### src/rtl/enable_debouncer_pkg.sv
// enable_debouncer_pkg: shared FSM state encoding and default debounce length.
// Rev 1.0
`default_nettype none

package enable_debouncer_pkg;

  typedef enum logic [1:0] {
    RELEASED      = 2'd0,
    CHECK_PRESS   = 2'd1,
    PRESSED       = 2'd2,
    CHECK_RELEASE = 2'd3
  } db_state_t;

  localparam int C_DEFAULT_DEBOUNCE_CYCLES = 4;

  // Accepted level is high in both "held" states, including while a release is being qualified.
  function automatic logic is_level_high(input db_state_t s);
    return (s == PRESSED) || (s == CHECK_RELEASE);
  endfunction

endpackage

`default_nettype wire

### src/rtl/enable_debouncer_sync_2ff.sv
// sync_2ff: two-flop synchronizer for an asynchronous single-bit input, async active-low reset.
// Rev 1.0
`default_nettype none

module sync_2ff (
  input  logic clock,
  input  logic reset,
  input  logic d,
  output logic q
);

  logic r_meta;
  logic r_sync;

  always_ff @(posedge clock or negedge reset) begin
    if (!reset) begin
      r_meta <= 1'b0;
      r_sync <= 1'b0;
    end else begin
      r_meta <= d;
      r_sync <= r_meta;
    end
  end

  assign q = r_sync;

endmodule

`default_nettype wire

### src/rtl/enable_debouncer.sv
// enable_debouncer: synchronized, FSM-debounced push button producing enable/pulse/level.
// Rev 1.0 -- define ENABLE_TOGGLE_EN for a press-on/press-off enable latch.
`default_nettype none

module enable_debouncer
  import enable_debouncer_pkg::*;
#(
  parameter int DEBOUNCE_CYCLES = C_DEFAULT_DEBOUNCE_CYCLES,
  parameter int CNT_WIDTH       = 8
) (
  input  logic clock,
  input  logic reset,
  input  logic buttonIn,
  output logic enable,
  output logic pressPulse,
  output logic debouncedLevel
);

  localparam logic [CNT_WIDTH-1:0] C_CNT_LAST = CNT_WIDTH'(DEBOUNCE_CYCLES - 1);
  localparam logic [CNT_WIDTH-1:0] C_CNT_ONE  = CNT_WIDTH'(1);
  localparam logic [CNT_WIDTH-1:0] C_CNT_MAX  = {CNT_WIDTH{1'b1}};

  logic                 w_synced;
  db_state_t            r_state;
  db_state_t            w_next_state;
  logic [CNT_WIDTH-1:0] r_cnt;
  logic [CNT_WIDTH-1:0] w_next_cnt;
  logic [CNT_WIDTH-1:0] w_cnt_inc;
  logic                 w_accept_press;
  logic                 w_level_next;
  logic                 w_enable_next;
  logic                 r_enable;
  logic                 r_pulse;
  logic                 r_level;

  sync_2ff u_sync (
    .clock (clock),
    .reset (reset),
    .d     (buttonIn),
    .q     (w_synced)
  );

  // Saturating increment: the counter never wraps even if the compare is ever missed.
  assign w_cnt_inc = (r_cnt == C_CNT_MAX) ? r_cnt : (r_cnt + C_CNT_ONE);

  always_comb begin
    w_next_state   = r_state;
    w_next_cnt     = r_cnt;
    w_accept_press = 1'b0;
    case (r_state)
      RELEASED: begin
        if (w_synced) begin
          w_next_state = CHECK_PRESS;
          w_next_cnt   = '0;
        end
      end
      CHECK_PRESS: begin
        if (!w_synced) begin
          w_next_state = RELEASED;
        end else if (r_cnt == C_CNT_LAST) begin
          w_next_state   = PRESSED;
          w_accept_press = 1'b1;
        end else begin
          w_next_cnt = w_cnt_inc;
        end
      end
      PRESSED: begin
        if (!w_synced) begin
          w_next_state = CHECK_RELEASE;
          w_next_cnt   = '0;
        end
      end
      CHECK_RELEASE: begin
        if (w_synced) begin
          w_next_state = PRESSED;
        end else if (r_cnt == C_CNT_LAST) begin
          w_next_state = RELEASED;
        end else begin
          w_next_cnt = w_cnt_inc;
        end
      end
      default: begin
        w_next_state = RELEASED;
        w_next_cnt   = '0;
      end
    endcase
  end

  // Outputs are registered from next-state so they line up with the state they describe.
  assign w_level_next = is_level_high(w_next_state);

`ifdef ENABLE_TOGGLE_EN
  assign w_enable_next = r_enable ^ w_accept_press;
`else
  assign w_enable_next = w_level_next;
`endif

  always_ff @(posedge clock or negedge reset) begin
    if (!reset) begin
      r_state  <= RELEASED;
      r_cnt    <= '0;
      r_pulse  <= 1'b0;
      r_level  <= 1'b0;
      r_enable <= 1'b0;
    end else begin
      r_state  <= w_next_state;
      r_cnt    <= w_next_cnt;
      r_pulse  <= w_accept_press;
      r_level  <= w_level_next;
      r_enable <= w_enable_next;
    end
  end

  assign enable         = r_enable;
  assign pressPulse     = r_pulse;
  assign debouncedLevel = r_level;

endmodule

`default_nettype wire

### config.mk
export PLATFORM = sky130hd
export DESIGN_NAME = enable_debouncer
export DESIGN_NICKNAME = d
export VERILOG_FILES = /design/src/rtl/enable_debouncer_pkg.sv /design/src/rtl/enable_debouncer_sync_2ff.sv /design/src/rtl/enable_debouncer.sv
export SDC_FILE = /design/constraint.sdc
export NUM_CORES = 1
export LEC_CHECK = 0
export ABC_AREA = 0
export BUFFER_PORTS_ARGS = -buffer_cell sky130_fd_sc_hd__buf_2
export CAP_MARGIN = 25
export CORE_AREA = 2 2 39 41
export DETAILED_ROUTE_END_ITERATION = 8
export DIE_AREA = 0 0 41 43
export GPL_ROUTABILITY_DRIVEN = 0
export PLACE_DENSITY = 0.69
export SLEW_MARGIN = 25
export SYNTH_ARGS = -nofsm -noshare
export SYNTH_HDL_FRONTEND = slang
export SYNTH_SLANG_ARGS = --single-unit
### constraint.sdc
create_clock -name clock -period 2.5 [get_ports clock]
set_input_delay 0 -clock clock [delete_from_list [all_inputs] [get_ports clock]]
set_output_delay 0 -clock clock [all_outputs]
set_load 0.02 [all_outputs]
Yosys cells after proc, flatten, opt, wreduce, memory -nomap -nowiden
Index checks and enable logic that the tools add are counted.
{ "word_totals": {"ff_bits": 14, "latchBits": 0, "ramBits": 0, "rom_bits": 0, "output_inout_bits": 3, "mem_count": 0} }
{ "op_classes": {"n_addsub": 1, "n_mul": 0, "div": 0, "order_cmp": 0, "eq_ne": 11, "shifts": 0, "mux": 17, "bitwise_logic": 0, "reduce_logical": 3} }
{ "op_table": {"columns": ["operator", "n"], "rows": [
  ["8-bit 2-to-1 mux", 6],
  ["8-bit case mux with 4 select lines", 1],
  ["2-bit 2-to-1 mux", 6],
  ["8-bit by 1-bit adder with 8-bit output (second input constant)", 1],
  ["2-bit == test (second input constant)", 4],
  ["8-bit by 2-bit == test with 1-bit output (second input constant)", 1],
  ["8-bit == test (second input constant)", 1],
  ["2-bit case mux with 4 select lines", 1],
  ["2-bit by 1-bit != test with 1-bit output (second input constant)", 2],
  ["2-bit != test (second input constant)", 2],
  ["4-bit AND reduction", 1],
  ["1-bit 2-to-1 mux", 3],
  ["2-bit by 1-bit == test with 1-bit output (second input constant)", 1],
  ["2-bit logical NOT", 1],
  ["1-bit logical OR", 1]
]} }

Depth between registers and ports, before layout
Gate-level depths: netlist (run 1).
{ "logic_depth": {"ltp_word": 6, "depth_mapped": 6} }

Modules after synthesis
Synthesis (run 1) repeated with hierarchy kept, for this count alone.
{ "unflattened": {"cells_unflattened": 61, "hier_area_um2": 660.6} }
{ "by_module_without_submodules": {"columns": ["module", "n_inst", "cells_each", "area_per_inst_um2"], "rows": [
  ["enable_debouncer", 1, 59, 610.6],
  ["sync_2ff", 1, 2, 50.0]
]} }

Worst setup path after synthesis (run 1)
Ideal clock, no wire load.
{ "synth_path": {"path_kind": "register -> register", "start": "reg r_cnt[0]", "end": "reg r_cnt[0]", "setup_time_ns": 0.126, "t_arrival_ns": 1.351, "t_required_ns": 2.374, "setup_slack_ns": 1.022, "stages_incl_launch_ff": 6, "n_path_buf": 0, "path_cell_list": "dfrtp_1 ha_1 nor4b_4 a21oi_2 nor4bb_1 a311o_1"} }
{ "synth_via": {"elab_chain_len": 5} }
{ "synth_rtl": {"columns": ["element", "line_no", "source"], "rows": [
  ["from (decl)", "enable_debouncer.sv:26", "logic [CNT_WIDTH-1:0] r_cnt;"],
  ["from (signal assigned)", "enable_debouncer.sv:107", "r_cnt <= w_next_cnt;"],
  ["8-bit by 1-bit adder with 8-bit output / 8-bit == test (equally long branches)", "enable_debouncer.sv:44", "assign w_cnt_inc = (r_cnt == C_CNT_MAX) ? r_cnt : (r_cnt + C_CNT_ONE);"],
  ["8-bit 2-to-1 mux", "enable_debouncer.sv:44", null],
  ["8-bit 2-to-1 mux (*)", "enable_debouncer.sv:60, enable_debouncer.sv:76", null],
  ["8-bit 2-to-1 mux, on equally long branches", "enable_debouncer.sv:74, enable_debouncer.sv:58", null],
  ["8-bit case mux with 4 select lines (*)", "enable_debouncer.sv:50", "case (r_state)"]
]} }
Mark *: on every way between the ends. The rest lies on a longest branch, timed or not. The select of a mux whose other input is x is not followed.
A chain may end at the register's enable or synchronous reset.

Final worst setup path (run 1)
Same ends and word-level chain as after synthesis.

==> out/metrics.yaml, run 1 <==
status: "finished clean"
ys_ff_latch: 13
max_slew_margin: 0.649
yosysWarnings: 0
wirelength_um: 1180
htreeDepth: 1
area.sequential_um2: 325
synth_top_flop_cell: "dfrtp_1"
n_fill_cell: 134
die_w_um: 41
fin_skew_ns: 0.00250
ys_top_cells_by_area: "dfrtp_1 (49%), nor4b_4 (7.1%), a21oi_1 (6.0%)"
grt-ovfl-total: 0
drt_iter0_markers: 10
reg2reg_slack_ns: 0.63
syn2layout_area_growth_pct: 9.70
p_leak_uw: 0.000310
post-dp-hpwl_um: 822
slew_violations: 0
grt_max_degree: 14
syn_inst: 63
insertion_delay_ns: 0.28
rr_startpoint: "r_cnt[0]"
grt_pass1_wl_um: 2020
first_pass_iters: 4
yosys.area.top_type: "dfrtp_1"
critPathRequiredTime_ns: 2.72
reg2regPathDepth: 5
dieArea_um2: 1760
multi_input_area_um2: 318
yosysMostFrequentCell: "dfrtp_1"
hold_viol_final: 0
grt_use_total: 0.176
cap_viol_max_count: 0
ys_top_cells_by_count: "dfrtp_1 (13), a21oi_1 (8), nand3_1 (5), nor2_1 (5), nand2_1 (4)"
yosysSeqAreaShare: 0.485
clkTransAtPathRegs_ns: 0.08
wire_per_inst_um: 13.8
arrival_ns: 2.09
clock_path_buffers: 2
drc: 0
syn_avg_cell_area_um2: 10.6
die_y_um: 43
pin_count: 6
worst_pin_slew_ns: 0.527
power_uw: 668
synth_top_area_frac: 0.485
setup_slack_ns: 0.630
holdWs_ns: 0.125
vias: 508
core_area_um2: 1380
cts_buffers: 3
pre_cts_slack_ns: 0.658
cts.sinks: 13
finalCritPeriodShare: 0.748
end_kind: "register"
drive_above_1_share: 0.200
rows: 14
io_buffers: 5
period_minus_slack_ns: 1.87
setup_viol: 0
antenna_found_initial: 0
vdd_ir_drop_max_mv: 0.461
layout.nets: 75
cellPowerDensity_nw_per_um2: 908
min_path_type: "primary input to async pin"
r2r_end: "r_cnt[0]"
cts_resized: 0
crit_fanout: 13
syn-num-nets: 67
utilization: 0.532
synth_enable_flop_cells: 0
start_util: 0.485
rsz0062_at_grt: "false"
max_freq_mhz: 535
async_flop_share: 1.00
clockRootBuffer: "clkbuf_4"
critical_path_class: "register to register"
finalSetupTns_ns: 0
yosysUniqueCellTypes: 29
antenna_left: 0
grt_pass1_vias: 468
diodes: 0
syn_area_um2: 671
viasPerCell: 5.91
start_kind: "register"
cts_tree: "built"
==> stage by stage <==
step	cell area, µm²	instances
after floorplan	671	63
after global placement	688	80
after detailed placement	688	80
after CTS	736	86
after global routing	736	86
final	736	86
==> state kept, by name, summed over array words and instances, names as in the netlist <==
name,cells
r_state,1
pressPulse,1
u_sync.r_meta,1
debouncedLevel,1
u_sync.q,1
r_cnt,8
==> routing by layer <==
metal  GRT usage  share of wire
met2       0.238           0.46
met3      0.0471          0.051
met4       0.120          0.021
met5           0              0
met1       0.236           0.47
==> logic make-up (layout without fill, tap and decap cells) <==
logic type                 Yosys count  count (layout)  share of synthesized area
buffers and inverters                4              11                     0.0410
DFF                                 13              13                      0.485
adders and majority gates            1               1                     0.0187
muxes                                1               1                     0.0168
xor gates and xnor gates             1               1                     0.0131
and+or+nand+nor                     27              27                      0.278
AOI/OAI and AO/OA                   16              16                      0.147
==> power by group <==
group	internal [µW]	total [µW]	switching (µW)
Clock	59.5	132	72.0
Combinational	100	220	120
Sequential	249	317	68.0
Total	408	668	260
==> worst max-delay path by stage <==
stage	endpoint	startpoint	slack, ns
after floorplan	r_cnt[0]	r_cnt[0]	1.02
after global placement	r_cnt[0]	r_cnt[0]	0.74
after detailed placement	r_cnt[0]	r_cnt[0]	0.66
after CTS	r_cnt[0]	r_cnt[0]	0.64
after global routing	r_cnt[0]	r_cnt[0]	0.50
final	r_cnt[0]	r_cnt[0]	0.63
==> layout make-up <==
| class | count | area share |
|---|---|---|
| Sequential cell | 13 | 0.442 |
| Tap cell | 16 | 0.0272 |
| Clock inverter | 1 | 0.00680 |
| Timing Repair Buffer | 7 | 0.0612 |
| Clock buffer | 3 | 0.0306 |
| Multi-Input combinational cell | 46 | 0.432 |
==> cells in the final DEF, fill, tap and decap left out <==
cell            n
a21oi_1         8
a21oi_2         1
a311o_1         1
a31oi_1         1
a41oi_1         1
and3_1          1
buf_2           5
clkbuf_4        3
clkinv_2        1
dfrtp_1        13
dlygate4sd3_1   2
ha_1            1
mux2_2          1
nand2_1         4
nand2b_1        1
nand3_1         5
nand4_1         2
nand4b_1        1
nor2_1          5
nor2_4          1
nor2b_1         1
nor3_1          1
nor3b_1         1
nor4_1          1
nor4b_4         2
nor4bb_1        1
o21ai_0         2
o31ai_1         2
xnor2_1         1
==> timing repair <==
item	CTS	global route
setup buffers	0	0
hold endpoints to repair	14	0
hold buffers	2	0
==> critical path, stage by stage, from the launching register on <==
cell and delay [ns]:
dfrtp_1 0.43, ha_1 0.28, nor4b_4 0.16, a21oi_2 0.44, nor4bb_1 0.36, a311o_1 0.14
No activity file was read; power rests on OpenSTA's default activity.
==> run 2, diff against run 1 <==
ABC_AREA = 1   (was 0)
CORE_AREA = default   (was 2 2 39 41)
CORE_UTILIZATION = 55   (was default)
DIE_AREA = default   (was 0 0 41 43)
PLACE_DENSITY = 0.74   (was 0.69)
clock period = 1.9 ns   (was 2.5 ns; I/O delays follow)
==> run 2 against run 1 <==
Compared with the run above: hold slack improved by 0.0010 ns; via count rose by 12%; final cell count up 29%; largest cell class is now multi-input combinational cells; critical path type unchanged.
==> out/metrics.yaml, run 2 <==
r2r_end: "r_cnt[3]"
cts_tree: "built"
yosysSeqAreaShare: 0.448  # -0.0376
drc: 0  # unchanged
yosysUniqueCellTypes: 19  # -34%
finalSetupTns_ns: 0  # unchanged
cts.sinks: 13  # unchanged
rows: 12  # -2
htreeDepth: 1  # unchanged
grt_use_total: 0.214  # +0.0375
muxShareOfSynthArea: 0  # -0.0168
die_y_um: 38.4  # -11%
viasPerCell: 5.11  # -14%
n_fill_cell: 95  # -29%
die_w_um: 38.4  # -6.5%
reg2regPathDepth: 7  # +2
insertion_delay_ns: 0.28  # about the same
grt_pass1_vias: 501  # +7.1%
regMostFlops: "r_cnt"
vdd_ir_drop_max_mv: 0.715  # +55%
end_kind: "register"
syn_avg_cell_area_um2: 8.17  # -23%
grt-ovfl-total: 0  # unchanged
post-dp-hpwl_um: 911  # +11%
vias: 567  # +12%
dp.cells: 105  # +31%
min_path_type: "primary input to async pin"
layout.nets: 102  # +36%
syn_inst: 89  # +41%
p_leak_uw: 0.000354  # +14%
setup_viol: 0  # unchanged
synth-xor-area-share: 0.0224  # +0.00932
fin_skew_ns: 0.00378  # +0.00127 ns
drive_above_1_share: 0.227  # +0.0268
async_flop_share: 1.00  # unchanged
crit_path_max_incr_delay_ns: 0.42  # -0.02 ns
reg2reg_slack_ns: 0.45  # -0.18 ns
grt_max_degree: 17  # +3
wirelength_um: 1330  # +12%
status: "finished clean"
syn2layout_area_growth_pct: 8.09
synthAdderAreaFrac: 0.0172  # -0.00145
cellPowerDensity_nw_per_um2: 1120  # +23%
yosys.area.top_type: "dfrtp_1"
syn_area_um2: 727  # +8.4%
power_uw: 879  # +32%
syn-num-nets: 93  # +39%
clock_path_buffers: 2  # unchanged
critPathRequiredTime_ns: 2.07  # -0.65 ns
rsz0062_at_grt: "false"
core_area_um2: 1170  # -15%
synth_enable_flop_cells: 0  # unchanged
grt_pass1_wl_um: 2080  # +2.7%
start_util: 0.621  # +0.136
clkTransAtPathRegs_ns: 0.08  # about the same
clockRootBuffer: "clkbuf_4"
arrival_ns: 1.62  # -0.47 ns
worst_pin_slew_ns: 0.346  # -0.180 ns
layout.cells.non_filler: 111  # +29%
wire_per_inst_um: 12.0  # -13%
drt_iter0_markers: 13  # +3
yosysWarnings: 0  # unchanged
finalCritPeriodShare: 0.763  # +0.0150
hold_viol_final: 0  # unchanged
first_pass_iters: 4  # unchanged
ys_top_cells_by_count: "nand2_1 (25), dfrtp_1 (13), nand3_1 (9), inv_1 (8)"
crit_slowest_cell: "dfrtp_1"
slew_violations: 0  # unchanged
diodes: 0  # unchanged
period_minus_slack_ns: 1.45  # -0.420 ns
antenna_left: 0  # unchanged
io_buffers: 5  # unchanged
final_cell_mix: "nand2_1 (25), dfrtp_1 (13), nand3_1 (9), inv_1 (8)"
crit_fanout: 16  # +3
max_slew_margin: 0.769  # +0.120
ys_top_cells_by_area: "dfrtp_1 (45%), nand2_1 (13%), nand3_1 (6.2%)"
rr_startpoint: "r_cnt[0]"
critical_path_class: "register to register"
cap_viol_max_count: 0  # unchanged
antenna_found_initial: 0  # unchanged
utilization: 0.671  # +0.139
synth_simple_gate_area_frac: 0.317  # +0.0387
synth_top_flop_cell: "dfrtp_1"
largest_register_ffs: 8  # unchanged
final_common_cell: "nand2_1"
dieArea_um2: 1470  # -17%
cts_buffers: 3  # unchanged
synth_top_area_frac: 0.448  # -0.0376
start_kind: "register"
pin_count: 6  # unchanged
max_freq_mhz: 690  # +29%
synth_compound_area_frac: 0.108  # -0.0390
ys_ff_latch: 13  # unchanged
yosysMostFrequentCell: "nand2_1"
crit_chain: "ha_1 -> nand2_2 -> nor2_2 -> nand3_1 -> nand3_4 -> nand2_1 -> o21ai_2"
synth_top_family_by_area: "simple AND/OR/NAND/NOR gates"
[run 2: power breakdown]
part	internal, µW	switching, µW	total [µW]
logic	107	189	296
clock network	81.5	95.2	177
registers	325	80.9	406
total	514	365	879
[run 2: worst max path at each step]
stage,start,endpoint,slack [ns]
3_5_place_dp,r_cnt[0],r_cnt[3],0.47
3_3_place_gp,r_cnt[0],r_cnt[2],0.51
4_1_cts,r_cnt[0],r_cnt[3],0.45
5_1_grt,r_cnt[0],r_cnt[2],0.34
2_1_floorplan,r_cnt[0],r_cnt[2],0.54
6_report,r_cnt[0],r_cnt[3],0.45
[run 2: worst max-delay path, delay by kind of cell, from the launching register on]
kind | cells | cell delay, ns
AO/OA/AOI/OAI | 1 | 0.06
AND/OR/NAND/NOR | 5 | 0.62
adder cells (fa/ha/maj) | 1 | 0.24
flip-flops | 1 | 0.42
[run 2: area by class of cell]
type | count | area, µm² | share of cell area
Timing Repair Buffer | 7 | 45.0 | 0.0573
Tap cell | 14 | 17.5 | 0.0223
Inverter | 9 | 33.8 | 0.0430
Sequential cell | 13 | 325 | 0.414
Clock buffer | 4 | 26.3 | 0.0334
Multi-Input combinational cell | 64 | 338 | 0.430
[run 2: cell families (layout without fill, tap and decap cells)]
logic type / after synthesis / in the layout
and+or+nand+nor: 49 / 49
AOI/OAI and AO/OA: 13 / 13
DFF: 13 / 13
buffers and inverters: 12 / 20
adders and majority gates: 1 / 1
xor gates and xnor gates: 1 / 1
[run 2: through the flow]
stage | cell area (µm²) | setup slack (ns) | hold slack [ns]
finish | 786 | 0.451 | 0.126
global route | 786 | 0.336 | 0.171
CTS | 786 | 0.455 | 0.133
detailed placement | 739 | 0.467 | -0.102
global placement | 739 | 0.513 | -0.102
floorplan | 727 | 0.545 | -0.296
[run 2: timing repair]
action / in CTS / in global routing
hold buffers: 2 / 0
buffers inserted: 0 / 0
resized for setup: 0 / 0
endpoints found under the setup margin: 0 / 0
hold endpoints to repair: 14 / 0
[run 2: layer usage]
layer,track usage,routed length (µm),part of all wire,up-vias
met1,0.283,702,0.53,258
li1,-,-,-,298
met5,0,0,0,-
met3,0.0523,36,0.027,5
met2,0.314,560,0.42,6
met4,0.129,29,0.022,0
